$ cat config.mk
export PLATFORM = sky130hd
export DESIGN_NAME = loop_unroll_seq
export DESIGN_NICKNAME = d
export VERILOG_FILES = /design/src/rtl/lat_pkg.sv /design/src/rtl/slot_end_enc.sv /design/src/rtl/loop_unroll_seq.sv
export SDC_FILE = /design/constraint.sdc
export NUM_CORES = 1
export LEC_CHECK = 0
export CORE_MARGIN = 2
export CORE_UTILIZATION = 35
export CTS_CLUSTER_DIAMETER = 40
export DETAILED_ROUTE_END_ITERATION = 8
export RECOVER_POWER = 50
export SETUP_SLACK_MARGIN = 0.02
export SYNTH_ARGS = -nofsm -noshare
export SYNTH_HDL_FRONTEND = slang
export SYNTH_SLANG_ARGS = --single-unit
$ cat constraint.sdc
create_clock -name clk -period 5.05 [get_ports clk]
set_input_delay 0.505 -clock clk [delete_from_list [all_inputs] [get_ports clk]]
set_output_delay 0.505 -clock clk [all_outputs]
set_load 0.1 [all_outputs]
$ cat src/rtl/lat_pkg.sv
// Shared Loop Address Table definitions: sequencer state encodings,
// fetch-bundle slot offsets and LAT entry field widths.
package lat_pkg;

  typedef enum logic [1:0] {
    ST_IDLE     = 2'b00,
    ST_TRAIN    = 2'b01,
    ST_DISPATCH = 2'b10,
    ST_STALL    = 2'b11
  } lbd_state_e;

  localparam int LAT_ADDR_W       = 16;
  localparam int LAT_NUM_INSTS_W  = 7;
  localparam int LAT_MAX_UNROLL_W = 7;

  localparam int NUM_SLOTS = 4;

  // Slot 0 is the oldest instruction and sits in the most significant bits.
  localparam int SLOT0_LSB = 48;
  localparam int SLOT1_LSB = 32;
  localparam int SLOT2_LSB = 16;
  localparam int SLOT3_LSB = 0;

endpackage

$ cat src/rtl/slot_end_enc.sv
// Finds the first bundle slot holding the loop-end PC (fallthrough-1).
// Purely combinational; mask keeps slots up to and including the match.
module slot_end_enc #(
  parameter int ADDR_W = 16
) (
  input  logic [4*ADDR_W-1:0] pc,
  input  logic [ADDR_W-1:0]   fallthrough,
  output logic [3:0]          mask,
  output logic [2:0]          count,
  output logic                end_hit
);

  logic [ADDR_W-1:0] end_pc;
  logic [3:0]        slot_eq;

  // Fallthrough 0 wraps to an end PC of all-ones.
  assign end_pc = fallthrough - ADDR_W'(1);

  always_comb begin
    for (int i = 0; i < 4; i++) begin
      slot_eq[i] = (pc[(3-i)*ADDR_W +: ADDR_W] == end_pc);
    end
  end

  always_comb begin
    mask    = 4'b1111;
    count   = 3'd4;
    end_hit = 1'b1;
    if (slot_eq[0]) begin
      mask  = 4'b1000;
      count = 3'd1;
    end else if (slot_eq[1]) begin
      mask  = 4'b1100;
      count = 3'd2;
    end else if (slot_eq[2]) begin
      mask  = 4'b1110;
      count = 3'd3;
    end else if (!slot_eq[3]) begin
      end_hit = 1'b0;
    end
  end

endmodule

$ cat src/rtl/loop_unroll_seq.sv
// Loop-unroll dispatch sequencer; pulses appear one cycle after their trigger, a full window
// stalls fetch until credit return. Optional perf counters: LOOP_SEQ_PERF_CNT_EN.
module loop_unroll_seq
  import lat_pkg::*;
#(
  parameter int WINDOW = 64,
  parameter int ADDR_W = 16
) (
  input  logic                        clk,
  input  logic                        rst,
  input  logic                        hit_valid_in,
  input  logic [ADDR_W-1:0]           hit_fallthrough_in,
  input  logic [LAT_MAX_UNROLL_W-1:0] hit_max_unroll_in,
  input  logic [4*ADDR_W-1:0]         pc_in,
  input  logic                        bundle_valid_in,
  input  logic                        credit_rtn_in,
  input  logic                        mis_pred_in,
  output logic [1:0]                  lbd_state_out,
  output logic                        loop_strt_out,
  output logic [3:0]                  inst_valid_out,
  output logic                        stll_ftch_out,
  output logic                        fnsh_unrll_out,
  output logic                        redir_valid_out,
  output logic [ADDR_W-1:0]           redir_addr_out,
  output logic [LAT_MAX_UNROLL_W-1:0] iter_left_out,
  output logic [15:0]                 perf_loops_out,
  output logic [15:0]                 perf_aborts_out
);

  localparam logic [6:0] WIN_LIM = 7'(WINDOW);

  lbd_state_e                  state_q, state_d;
  logic [6:0]                  win_q, win_d;
  logic [LAT_MAX_UNROLL_W-1:0] iter_q, iter_d;
  logic [ADDR_W-1:0]           ft_q, ft_d;
  logic [ADDR_W-1:0]           redir_addr_q, redir_addr_d;
  logic                        strt_q, strt_d;
  logic                        fnsh_q, fnsh_d;
  logic                        redir_vld_q, redir_vld_d;
  logic                        stll_q, stll_d;

  logic [3:0] enc_mask;
  logic [2:0] enc_cnt;
  logic       enc_hit;
  logic [7:0] win_raw;
  logic [6:0] win_sum;
  logic       start;
  logic       finishing;

  slot_end_enc #(.ADDR_W(ADDR_W)) u_enc (
    .pc          (pc_in),
    .fallthrough (ft_q),
    .mask        (enc_mask),
    .count       (enc_cnt),
    .end_hit     (enc_hit)
  );

  assign start   = hit_valid_in & bundle_valid_in & (hit_max_unroll_in != '0);
  assign win_raw = {1'b0, win_q} + {5'b0, enc_cnt};
  assign win_sum = win_raw[7] ? 7'h7F : win_raw[6:0];

  always_ff @(posedge clk or negedge rst) begin
    if (!rst) begin
      state_q      <= ST_IDLE;
      win_q        <= '0;
      iter_q       <= '0;
      ft_q         <= '0;
      redir_addr_q <= '0;
      strt_q       <= 1'b0;
      fnsh_q       <= 1'b0;
      redir_vld_q  <= 1'b0;
      stll_q       <= 1'b0;
    end else begin
      state_q      <= state_d;
      win_q        <= win_d;
      iter_q       <= iter_d;
      ft_q         <= ft_d;
      redir_addr_q <= redir_addr_d;
      strt_q       <= strt_d;
      fnsh_q       <= fnsh_d;
      redir_vld_q  <= redir_vld_d;
      stll_q       <= stll_d;
    end
  end

  always_comb begin
    state_d      = state_q;
    win_d        = win_q;
    iter_d       = iter_q;
    ft_d         = ft_q;
    redir_addr_d = redir_addr_q;
    strt_d       = 1'b0;
    fnsh_d       = 1'b0;
    redir_vld_d  = 1'b0;
    stll_d       = stll_q;
    finishing    = 1'b0;
    case (state_q)
      ST_IDLE: begin
        if (start) begin
          state_d = ST_DISPATCH;
          ft_d    = hit_fallthrough_in;
          iter_d  = hit_max_unroll_in;
          win_d   = '0;
          strt_d  = 1'b1;
        end
      end
      ST_DISPATCH: begin
        if (bundle_valid_in) begin
          win_d = win_sum;
          if (enc_hit) begin
            iter_d = iter_q - 1'b1;
            // Last iteration wins over a simultaneously full window.
            if (iter_q == LAT_MAX_UNROLL_W'(1)) begin
              finishing    = 1'b1;
              state_d      = ST_IDLE;
              fnsh_d       = 1'b1;
              redir_vld_d  = 1'b1;
              redir_addr_d = ft_q;
            end
          end
          if (!finishing && (win_sum >= WIN_LIM)) begin
            state_d = ST_STALL;
            stll_d  = 1'b1;
          end
        end
      end
      ST_STALL: begin
        if (credit_rtn_in) begin
          state_d = ST_DISPATCH;
          win_d   = '0;
          stll_d  = 1'b0;
        end
      end
      default: state_d = ST_IDLE;
    endcase
    // Abort beats finish, start and credit; no redirect is issued.
    if (mis_pred_in) begin
      state_d      = ST_IDLE;
      win_d        = '0;
      iter_d       = '0;
      stll_d       = 1'b0;
      strt_d       = 1'b0;
      fnsh_d       = 1'b0;
      redir_vld_d  = 1'b0;
      redir_addr_d = redir_addr_q;
    end
  end

  always_comb begin
    inst_valid_out = 4'b0000;
    case (state_q)
      ST_IDLE:     inst_valid_out = 4'b1111;
      ST_DISPATCH: inst_valid_out = bundle_valid_in ? enc_mask : 4'b0000;
      default:     inst_valid_out = 4'b0000;
    endcase
  end

  assign lbd_state_out   = state_q;
  assign loop_strt_out   = strt_q;
  assign stll_ftch_out   = stll_q;
  assign fnsh_unrll_out  = fnsh_q;
  assign redir_valid_out = redir_vld_q;
  assign redir_addr_out  = redir_addr_q;
  assign iter_left_out   = iter_q;

`ifdef LOOP_SEQ_PERF_CNT_EN
  logic [15:0] perf_loops_q;
  logic [15:0] perf_aborts_q;

  always_ff @(posedge clk or negedge rst) begin
    if (!rst) begin
      perf_loops_q  <= '0;
      perf_aborts_q <= '0;
    end else begin
      if (strt_q) perf_loops_q <= perf_loops_q + 16'd1;
      if (mis_pred_in && (state_q == ST_DISPATCH || state_q == ST_STALL))
        perf_aborts_q <= perf_aborts_q + 16'd1;
    end
  end

  assign perf_loops_out  = perf_loops_q;
  assign perf_aborts_out = perf_aborts_q;
`else
  assign perf_loops_out  = 16'd0;
  assign perf_aborts_out = 16'd0;
`endif

endmodule

==> flow_summary.toml, run 1 <==
[detailed_routing]
drt_iter0_markers = 304
drt_first_pass_iters = 5
drc = 0
wirelength_um = 13500
highest_layer = "met4"
wl_met3_um = 743
met2_length_um = 6270
route.layer.met1.wl_um = 6180
ant_nets = 0
wl_per_cell_um = 16.8
viasPerCell = 5.08
num_vias = 4080

[clock_tree]
cts_tree = "done"
cts_made_buffers = 5
clockBufferDepth = 2
cts.clk_slew.worst_paths_ns = 0.07
htree_levels = 2
clock_sinks = 51
cts-root-buf = "clkbuf_16"
insertion_delay_ns = 0.30
hold_buffers = 0

[sta]
worst_slack_ns = 0.299
worstMarginPinSlew_ns = 2.86
period_needed_ns = 4.75
hold_violations = 0
min_period_over_period_pct = 94.1
relSlewSlack_pct = -90.6
slew_viol_final = 77
rsz0062_at_grt = "no"
fin_skew_ns = 0.00817
setup_viol = 0
fmax_mhz = 210

[place]
dpl.hpwl_um = 10800
place_congestion = 0.908
portBuffers = 125
place_area_sq_um = 5860
dp_slack_ns = -0.0560
placed_cells = 790

[cells_and_area]
fin_cells = 803
syn2layout_area_growth_pct = 34.7
final_area_sq_um = 6110
diodes = 0
fin_util_pct = 48.4
num-fill-cells = 1243
final_layout_size_suffix_gt1_share_pct = 12.8
final_nets = 734

[floorplanning]
io_pins = 158
die_h_um = 118
initial_utilization_pct = 36.0
fp.coreArea_sq_um = 12600
die_w_um = 118
rows = 41
dieArea_sq_um = 13900

[global_routing]
grt_pass1_wl_um = 21700
grt-ovfl-total = 0
antenna_found_initial = 0
grt_pass1_vias = 4115
grtUsageTotal_pct = 19.5
grt_max_degree = 52

[setup_path]
critPathRequiredTime_ns = 5.26
r2r_cells = 17
cp_max_fo = 6
critPathCaptureType = "register"
startpoint_type = "register"
timing_worst_setup_path_type = "register to register"
worstPathArrival_ns = 4.96

[synthesis]
syn_area_sq_um = 4540
synth_edf_count = 0
synth_top_area_share_pct = 28.1
synth_common_cells = "dfrtp_1, xnor2_1, buf_4, nand2_1, nor2_1"
avgSynthCellArea_sq_um = 8.98
yosysUniqueCellTypes = 66
yosys_warnings = 0
synth.top_cells.by_area = "dfrtp_1, xnor2_1, buf_4, mux2_2, xor2_1"
ys_async_sr_fraction_pct = 100
synth.most_common_cell = "dfrtp_1"
synth_top_area_cell = "dfrtp_1"
synth_seq_cells = 51
seq_area_frac_synth_pct = 28.1
postSynthCellCount = 505
synth_top_flop_cell = "dfrtp_1"

[power]
pwr_density_cell_nw_per_um2 = 458
power_mw = 2.80
peakVddDrop_v = 0.000317
p_leak_nw = 2.57

[run]
maxCapViolations = 2

[min_path]
hold_class = "register to register"
min_path_cells = 1

[run_status]
status = "finished with violations"
violations = "max-capacitance violations, max-slew violations"
flip-flops by register name, indices dropped and copies added (netlist names):
register / count
stll_ftch_out: 1
win_q: 7
iter_left_out: 7
ft_q: 16
redir_addr_out: 16
redir_valid_out: 1
lbd_state_out: 2
loop_strt_out: 1
final cells by class:
cell class / instances / area [sq um] / area share (%)
multi-input cells: 399 / 2930 / 47.9
repair buffers: 151 / 1430 / 23.4
flip-flops and latches: 51 / 1280 / 20.9
well taps: 172 / 215 / 3.52
clock buffers: 6 / 139 / 2.27
inverters: 22 / 82.6 / 1.35
clock inverters: 2 / 38.8 / 0.635
repair_timing:
action                     4_1_cts  5_1_grt
resized for setup                1        7
setup endpoints to repair        3        4
pin swaps                        0        3
buffers inserted                 0        5
layout by cell type (no fill, tap or decap), drive strengths merged, types with 13 or more instances in the layout:
master,synthesis,routed
conb,1,32
clkdlybuf4s50,0,106
inv,22,23
dfrtp,51,51
nor3,13,13
dlygate4sd3,0,15
xor2,21,21
mux2,28,28
xnor2,44,44
o21ai,27,27
nor2,28,28
a21oi,21,21
buf,42,29
nand2,30,30
layer usage:
metal  global-route usage (%)  vias to the layer above
met4                     5.87                        0
li1                         -                     1974
met3                     3.20                       25
met2                     31.4                      144
met1                     26.8                     1937
met5                        0                        -
power breakdown:
| group | switching (mW) | internal (mW) |
|---|---|---|
| combinational | 1.07 | 0.685 |
| clock | 0.164 | 0.250 |
| sequential | 0.132 | 0.492 |
cell families (layout without fill, tap and decap cells):
logic type | count (synthesis) | in the layout | share of synthesized area, %
flops | 51 | 51 | 28.1
fa+ha+maj | 11 | 11 | 3.20
xor+xnor | 72 | 72 | 16.1
other cells | 1 | 32 | 0.0827
mux | 34 | 34 | 9.02
compound gates | 100 | 100 | 14.6
buf+inv | 86 | 181 | 10.8
simple gates | 150 | 150 | 18.1
path summary, 6_finish.rpt:
kind / slack (ns) / endpoint / startpoint
setup reg to reg: 0.30 / stll_ftch_out / ft_q[1]
hold reg to reg: 0.49 / win_q[2] / win_q[2]
hold / removal: 0.49 / win_q[2] / win_q[2]
setup / recovery: 0.30 / stll_ftch_out / ft_q[1]
max in group asynchronous: 2.20 / redir_addr_out[12] / rst
min in group asynchronous: 1.21 / redir_addr_out[0] / rst
metrics by stage:
stage / TNS (ns) / hold WS [ns]
2_1_floorplan: 0 / 0.209
3_3_place_gp: 0 / 0.473
3_5_place_dp: -0.124 / 0.476
4_1_cts: 0 / 0.359
5_1_grt: 0 / 0.512
6_report: 0 / 0.491
worst max-delay path, cell delays in order (launching register included):
cell      delay [ns]
dfrtp_1         0.43
inv_1           0.10
ha_1            0.20
or3b_2          0.57
nor4_4          0.41
xnor2_1         0.28
xnor2_1         0.12
nor4_1          0.40
nand4b_1        0.28
and3_1          0.29
ha_1            0.32
nor2b_1         0.14
o21ai_0         0.27
nor2_1          0.10
nand3b_1        0.09
o21ai_1         0.15
or3_1           0.38
a31oi_1         0.16
(Power assumes the default switching activity.)
==> inputs of run 2 (changes only) <==
--- a/config.mk
+++ b/config.mk
@@ -9,8 +9,10 @@
 export CORE_UTILIZATION = 35
 export CTS_CLUSTER_DIAMETER = 40
 export DETAILED_ROUTE_END_ITERATION = 8
+export GPL_TIMING_DRIVEN = 0
 export RECOVER_POWER = 50
 export SETUP_SLACK_MARGIN = 0.02
+export SLEW_MARGIN = 20
 export SYNTH_ARGS = -nofsm -noshare
 export SYNTH_HDL_FRONTEND = slang
 export SYNTH_SLANG_ARGS = --single-unit
==> run 2 against run 1 <==
Against the previous run: the flow still finishes with violations (max-capacitance violations, max-slew violations); routed wire length grew 3.0%; worst setup slack got worse by 0.16 ns; via count up 3.8%; global-route usage increased by 0.13 points; clock power shrank 17%; clock-buffer cell count stayed put; first-iteration DRC count grew 13%; fmax is 3.4% lower; sequential power fell by 6.6%; critical path depth is 6 lower; critical path type is now register to output pin; largest power group unchanged.
==> flow_summary.toml, run 2 (synthesis gave the netlist of run 1 again) <==
[run_status]
status = "finished with violations"
violations = "max-capacitance violations, max-slew violations"

[global_routing]
antenna_found_initial = 0
grtUsageTotal_pct = 19.6
grt_max_degree = 52
grt_pass1_vias = 4147
grt_pass1_wl_um = 21700
grt-ovfl-total = 0

[sta]
setup_viol = 0
final.setup.tns_ns = 0
fin_skew_ns = 0.00607
min_period_over_period_pct = 97.3
period_needed_ns = 4.92
slew_viol_final = 52
fmax_mhz = 203
rsz0062_at_grt = "yes"
hold_slack_ns = 0.499
relSlewSlack_pct = -89.9
worstMarginPinSlew_ns = 2.85
hold_violations = 0

[cells_and_area]
num-fill-cells = 1266
diodes = 0
final_layout_size_suffix_gt1_share_pct = 15.6
layout_commonest_cell = "clkdlybuf4s50_1"
layout_common_cells = "clkdlybuf4s50_1, dfrtp_1, xnor2_1"
final_nets = 777
fin_util_pct = 50.6
syn2layout_area_growth_pct = 40.8
final_area_sq_um = 6390

[run]
maxCapViolations = 1

[floorplanning]
initial_utilization_pct = 36.0
die_h_um = 118
fp.coreArea_sq_um = 12600
die_w_um = 118
rows = 41
dieArea_sq_um = 13900
io_pins = 158

[power]
power_mw = 2.75
pwr_density_cell_nw_per_um2 = 430
p_leak_nw = 2.70
peakVddDrop_v = 0.000279
p_seq_share_pct = 21.2
netSwitchingPower_mw = 1.39
internal-power_mw = 1.36
pwr-share-clk_pct = 12.6
combPwrFrac_pct = 66.2
swShare_pct = 50.6

[clock_tree]
htree_levels = 2
insertion_delay_ns = 0.29
cts-root-buf = "clkbuf_16"
cts.clk_slew.worst_paths_ns = 0.07
clockBufferDepth = 2
cts_tree = "done"
cts_made_buffers = 5
clock_sinks = 51

[detailed_routing]
drc = 0
drt_first_pass_iters = 6
wl_per_cell_um = 16.5
ant_nets = 0
viasPerCell = 5.01
num_vias = 4237
wirelength_um = 13900
drt_iter0_markers = 344

[place]
portBuffers = 125
place_congestion = 0.874
dpl.hpwl_um = 11000
place_area_sq_um = 6120

[min_path]
hold_class = "register to register"

[setup_path]
cp_max_fo = 8
critPathCaptureType = "output pin"
worstPathArrival_ns = 4.41
critPathRequiredTime_ns = 4.55
r2r_slack_ns = 0.17
timing_worst_setup_path_type = "register to output pin"
startpoint_type = "register"
[run 2: final cells by class]
cell class,count,area (sq um),area share [%]
Timing Repair Buffer,131,1290,20.2
Sequential cell,51,1280,20.0
Multi-Input combinational cell,399,2980,46.6
Tap cell,172,215,3.37
Buffer,63,407,6.37
Clock buffer,6,129,2.02
Clock inverter,2,12.5,0.196
Inverter,22,82.6,1.29
[run 2: per-stage QoR]
step / instances / setup WS, ns
finish: 846 / 0.134
global route: 846 / -0.0312
CTS: 846 / 0.0214
detailed placement: 833 / -0.669
global placement: 833 / -0.541
floorplan: 536 / 0.231
[run 2: power by group through the flow]
stage          logic [mW]  registers, mW  clock network, mW
2_1_floorplan        1.19          0.704                  0
3_3_place_gp         1.73          0.577                  0
3_5_place_dp         1.74          0.581                  0
4_1_cts              1.78          0.573              0.355
5_1_grt              1.95          0.598              0.367
6_report             1.82          0.582              0.345
[run 2: final timing paths]
path	start	end	cells past startpoint
worst max-delay path	ft_q[0]	inst_valid_out[2]	11
worst min-delay path	win_q[2]	win_q[2]	1
worst max register to register	ft_q[0]	redir_addr_out[12]	14
worst min register to register	win_q[2]	win_q[2]	1
max in group asynchronous	rst	redir_addr_out[14]	1
min in group asynchronous	rst	redir_addr_out[3]	1
[run 2: repair_timing]
item | CTS | global route
pin swaps | 1 | 3
endpoints found under the setup margin | 27 | 24
setup buffers | 5 | 1
gates resized for setup | 10 | 11
hold buffers | 0 | 0
[run 2: critical path, stage by stage, from the launching register on]
cell	delay, ns
dfrtp_1	0.36
buf_2	0.19
inv_1	0.10
ha_2	0.24
nor3b_4	0.30
xnor2_1	0.16
nand4_1	0.18
a31o_2	0.26
or4_1	0.54
or4_4	0.60
o21a_1	0.21
clkdlybuf4s50_1	0.96
[run 2: layer usage]
layer | track usage, % | share of wire, % | up-vias
li1 | - | - | 2058
met1 | 26.2 | 46 | 2025
met2 | 33.4 | 48 | 142
met3 | 3.39 | 5.3 | 12
met4 | 3.69 | 0.70 | 0
met5 | 0 | 0 | -
==> inputs of run 3 (changes only) <==
--- a/config.mk
+++ b/config.mk
@@ -6,10 +6,11 @@
 export NUM_CORES = 1
 export LEC_CHECK = 0
 export CORE_MARGIN = 2
-export CORE_UTILIZATION = 35
+export CORE_UTILIZATION = 45
 export CTS_CLUSTER_DIAMETER = 40
 export DETAILED_ROUTE_END_ITERATION = 8
 export GPL_TIMING_DRIVEN = 0
+export PLACE_DENSITY = 0.8
 export RECOVER_POWER = 50
 export SETUP_SLACK_MARGIN = 0.02
 export SLEW_MARGIN = 20
==> run 3 against run 2 <==
Against the previous run: the run still ends with max-capacitance violations, max-slew violations left; register-to-register slack better by 0.09 ns; clock-buffer cell count unchanged; via count up 0.78%; cell count down 4.8%; cell area down 1.9%; sequential power about the same; critical path depth up 3; first-iteration DRC count down 32%; worst hold slack better by 0.011 ns; combinational power about the same; routed wire length down 6.6%; largest power group unchanged; global-route usage up 4.1 points.
==> flow_summary.toml, run 3 (synthesis gave the netlist of run 1 again) <==
[run_status]
status = "finished with violations"
violations = "max-capacitance violations, max-slew violations"

[clock_tree]
clock_sinks = 51
cts.clk_slew.worst_paths_ns = 0.10
cts_tree = "done"
htree_levels = 2
hold_buffers = 0
cts-root-buf = "clkbuf_8"
insertion_delay_ns = 0.31
clockBufferDepth = 2
cts_made_buffers = 5

[power]
peakVddDrop_v = 0.000343
pwr_density_cell_nw_per_um2 = 419
p_leak_nw = 2.66
power_mw = 2.62

[global_routing]
antenna_found_initial = 0
use_met1_pct = 31.7
grt_max_degree = 52
gr-max-usage-layer = "met2"
grt_pass1_wl_um = 21000
grt-ovfl-total = 0
grt_pass1_vias = 4145
met2_usage_pct = 39.4
grtUsageTotal_pct = 23.7
grtUsageMet3_pct = 4.26

[run]
maxCapViolations = 1

[floorplanning]
dieArea_sq_um = 10900
fp.coreArea_sq_um = 9770
die_w_um = 104
io_pins = 158
rows = 36
die_h_um = 104
initial_utilization_pct = 46.4

[sta]
fmax_mhz = 209
slew_viol_final = 52
worstMarginPinSlew_ns = 2.79
period_needed_ns = 4.79
hold_violations = 0
min_period_over_period_pct = 94.9
setup_viol = 0
rsz0062_at_grt = "no"
fin_skew_ns = 0.00986
relSlewSlack_pct = -86.0

[detailed_routing]
ant_nets = 0
wl_per_cell_um = 16.1
drt_first_pass_iters = 5
drc = 0
wirelength_um = 13000
viasPerCell = 5.30
num_vias = 4270
drt_iter0_markers = 235

[place]
dpl.hpwl_um = 10300
portBuffers = 125
place_congestion = 0.957
placed_cells = 794

[cells_and_area]
layout_commonest_cell = "clkdlybuf4s50_1"
layout_common_cells = "clkdlybuf4s50_1, dfrtp_1, xnor2_1"
final_layout_size_suffix_gt1_share_pct = 15.6
final_nets = 775
diodes = 0
fin_util_pct = 64.1
num-fill-cells = 835
syn2layout_area_growth_pct = 38.1
fin_cells = 805

[setup_path]
critPathRequiredTime_ns = 5.25
rr_endpoint = "redir_addr_out[12]"
startpoint_type = "register"
cp_max_fo = 10
critPathBufInv = 4
worstPathArrival_ns = 4.99
r2r_slack_ns = 0.26
critPathCaptureType = "register"
cp_top_family = "simple AND/OR/NAND/NOR gates"
cp_cell_sequence = "buf_2, inv_1, ha_2, or3b_2, nor3_4, xor3_1, a2111o_1, or4_1, or4_4, a41oi_2, and3_1, buf_6, buf_12, mux2_4"
crit_path_max_incr_delay_ns = 0.59
crit_path_top_delay_cell = "or3b_2"
r2r_cells = 14
timing_worst_setup_path_type = "register to register"
r2r_start = "ft_q[0]"

[min_path]
hold_path_end = "redir_addr_out[3]"
worstHoldStart = "redir_addr_out[3]"
hold_class = "register to register"
min_path_cells = 1
[run 3: layer usage]
metal | vias to the layer above | part of all wire, % | routed length [um]
li1 | 2056 | - | -
met1 | 2004 | 43 | 5580
met2 | 183 | 47 | 6150
met3 | 27 | 7.6 | 984
met4 | 0 | 2.3 | 293
met5 | - | 0 | 0
[run 3: repair_timing]
item	CTS	global route
endpoints found under the setup margin	17	24
resized for setup	12	11
setup buffers	3	1
pin swaps	1	3
[run 3: final cells by class]
| type | instances | area, sq um | area share [%] |
|---|---|---|---|
| Multi-Input combinational cell | 399 | 2980 | 47.5 |
| Sequential cell | 51 | 1280 | 20.4 |
| Timing Repair Buffer | 129 | 1270 | 20.3 |
| Buffer | 63 | 405 | 6.47 |
| Tap cell | 133 | 166 | 2.66 |
| Inverter | 22 | 82.6 | 1.32 |
| Clock buffer | 6 | 72.6 | 1.16 |
| Clock inverter | 2 | 12.5 | 0.200 |
[run 3: report_power, final]
group          internal, mW  leakage (nW)  switching (mW)  total (mW)
logic                 0.669          1.95            1.13        1.80
registers             0.491         0.672          0.0924       0.584
clock network        0.0974        0.0412           0.145       0.242
[run 3: how the worst max path moves through the flow]
stage	to	slack (ns)	startpoint	cells after the start
2_1_floorplan	inst_valid_out[1]	0.23	lbd_state_out[1]	6
3_3_place_gp	stll_ftch_out	-0.48	ft_q[0]	19
3_5_place_dp	lbd_state_out[1]	-0.58	ft_q[0]	19
4_1_cts	lbd_state_out[1]	0.01	ft_q[0]	22
5_1_grt	stll_ftch_out	0.01	ft_q[0]	19
6_report	redir_addr_out[12]	0.26	ft_q[0]	14
[run 3: through the flow]
| stage | cell area (sq um) | setup TNS (ns) | setup WS (ns) | hold slack [ns] |
|---|---|---|---|---|
| detailed placement | 6070 | -2.77 | -0.584 | 0.491 |
| finish | 6260 | 0 | 0.257 | 0.510 |
| global route | 6260 | 0 | 0.0146 | 0.529 |
| CTS | 6210 | 0 | 0.0144 | 0.249 |
| floorplan | 4650 | 0 | 0.231 | 0.209 |
| global placement | 6070 | -2.34 | -0.476 | 0.466 |
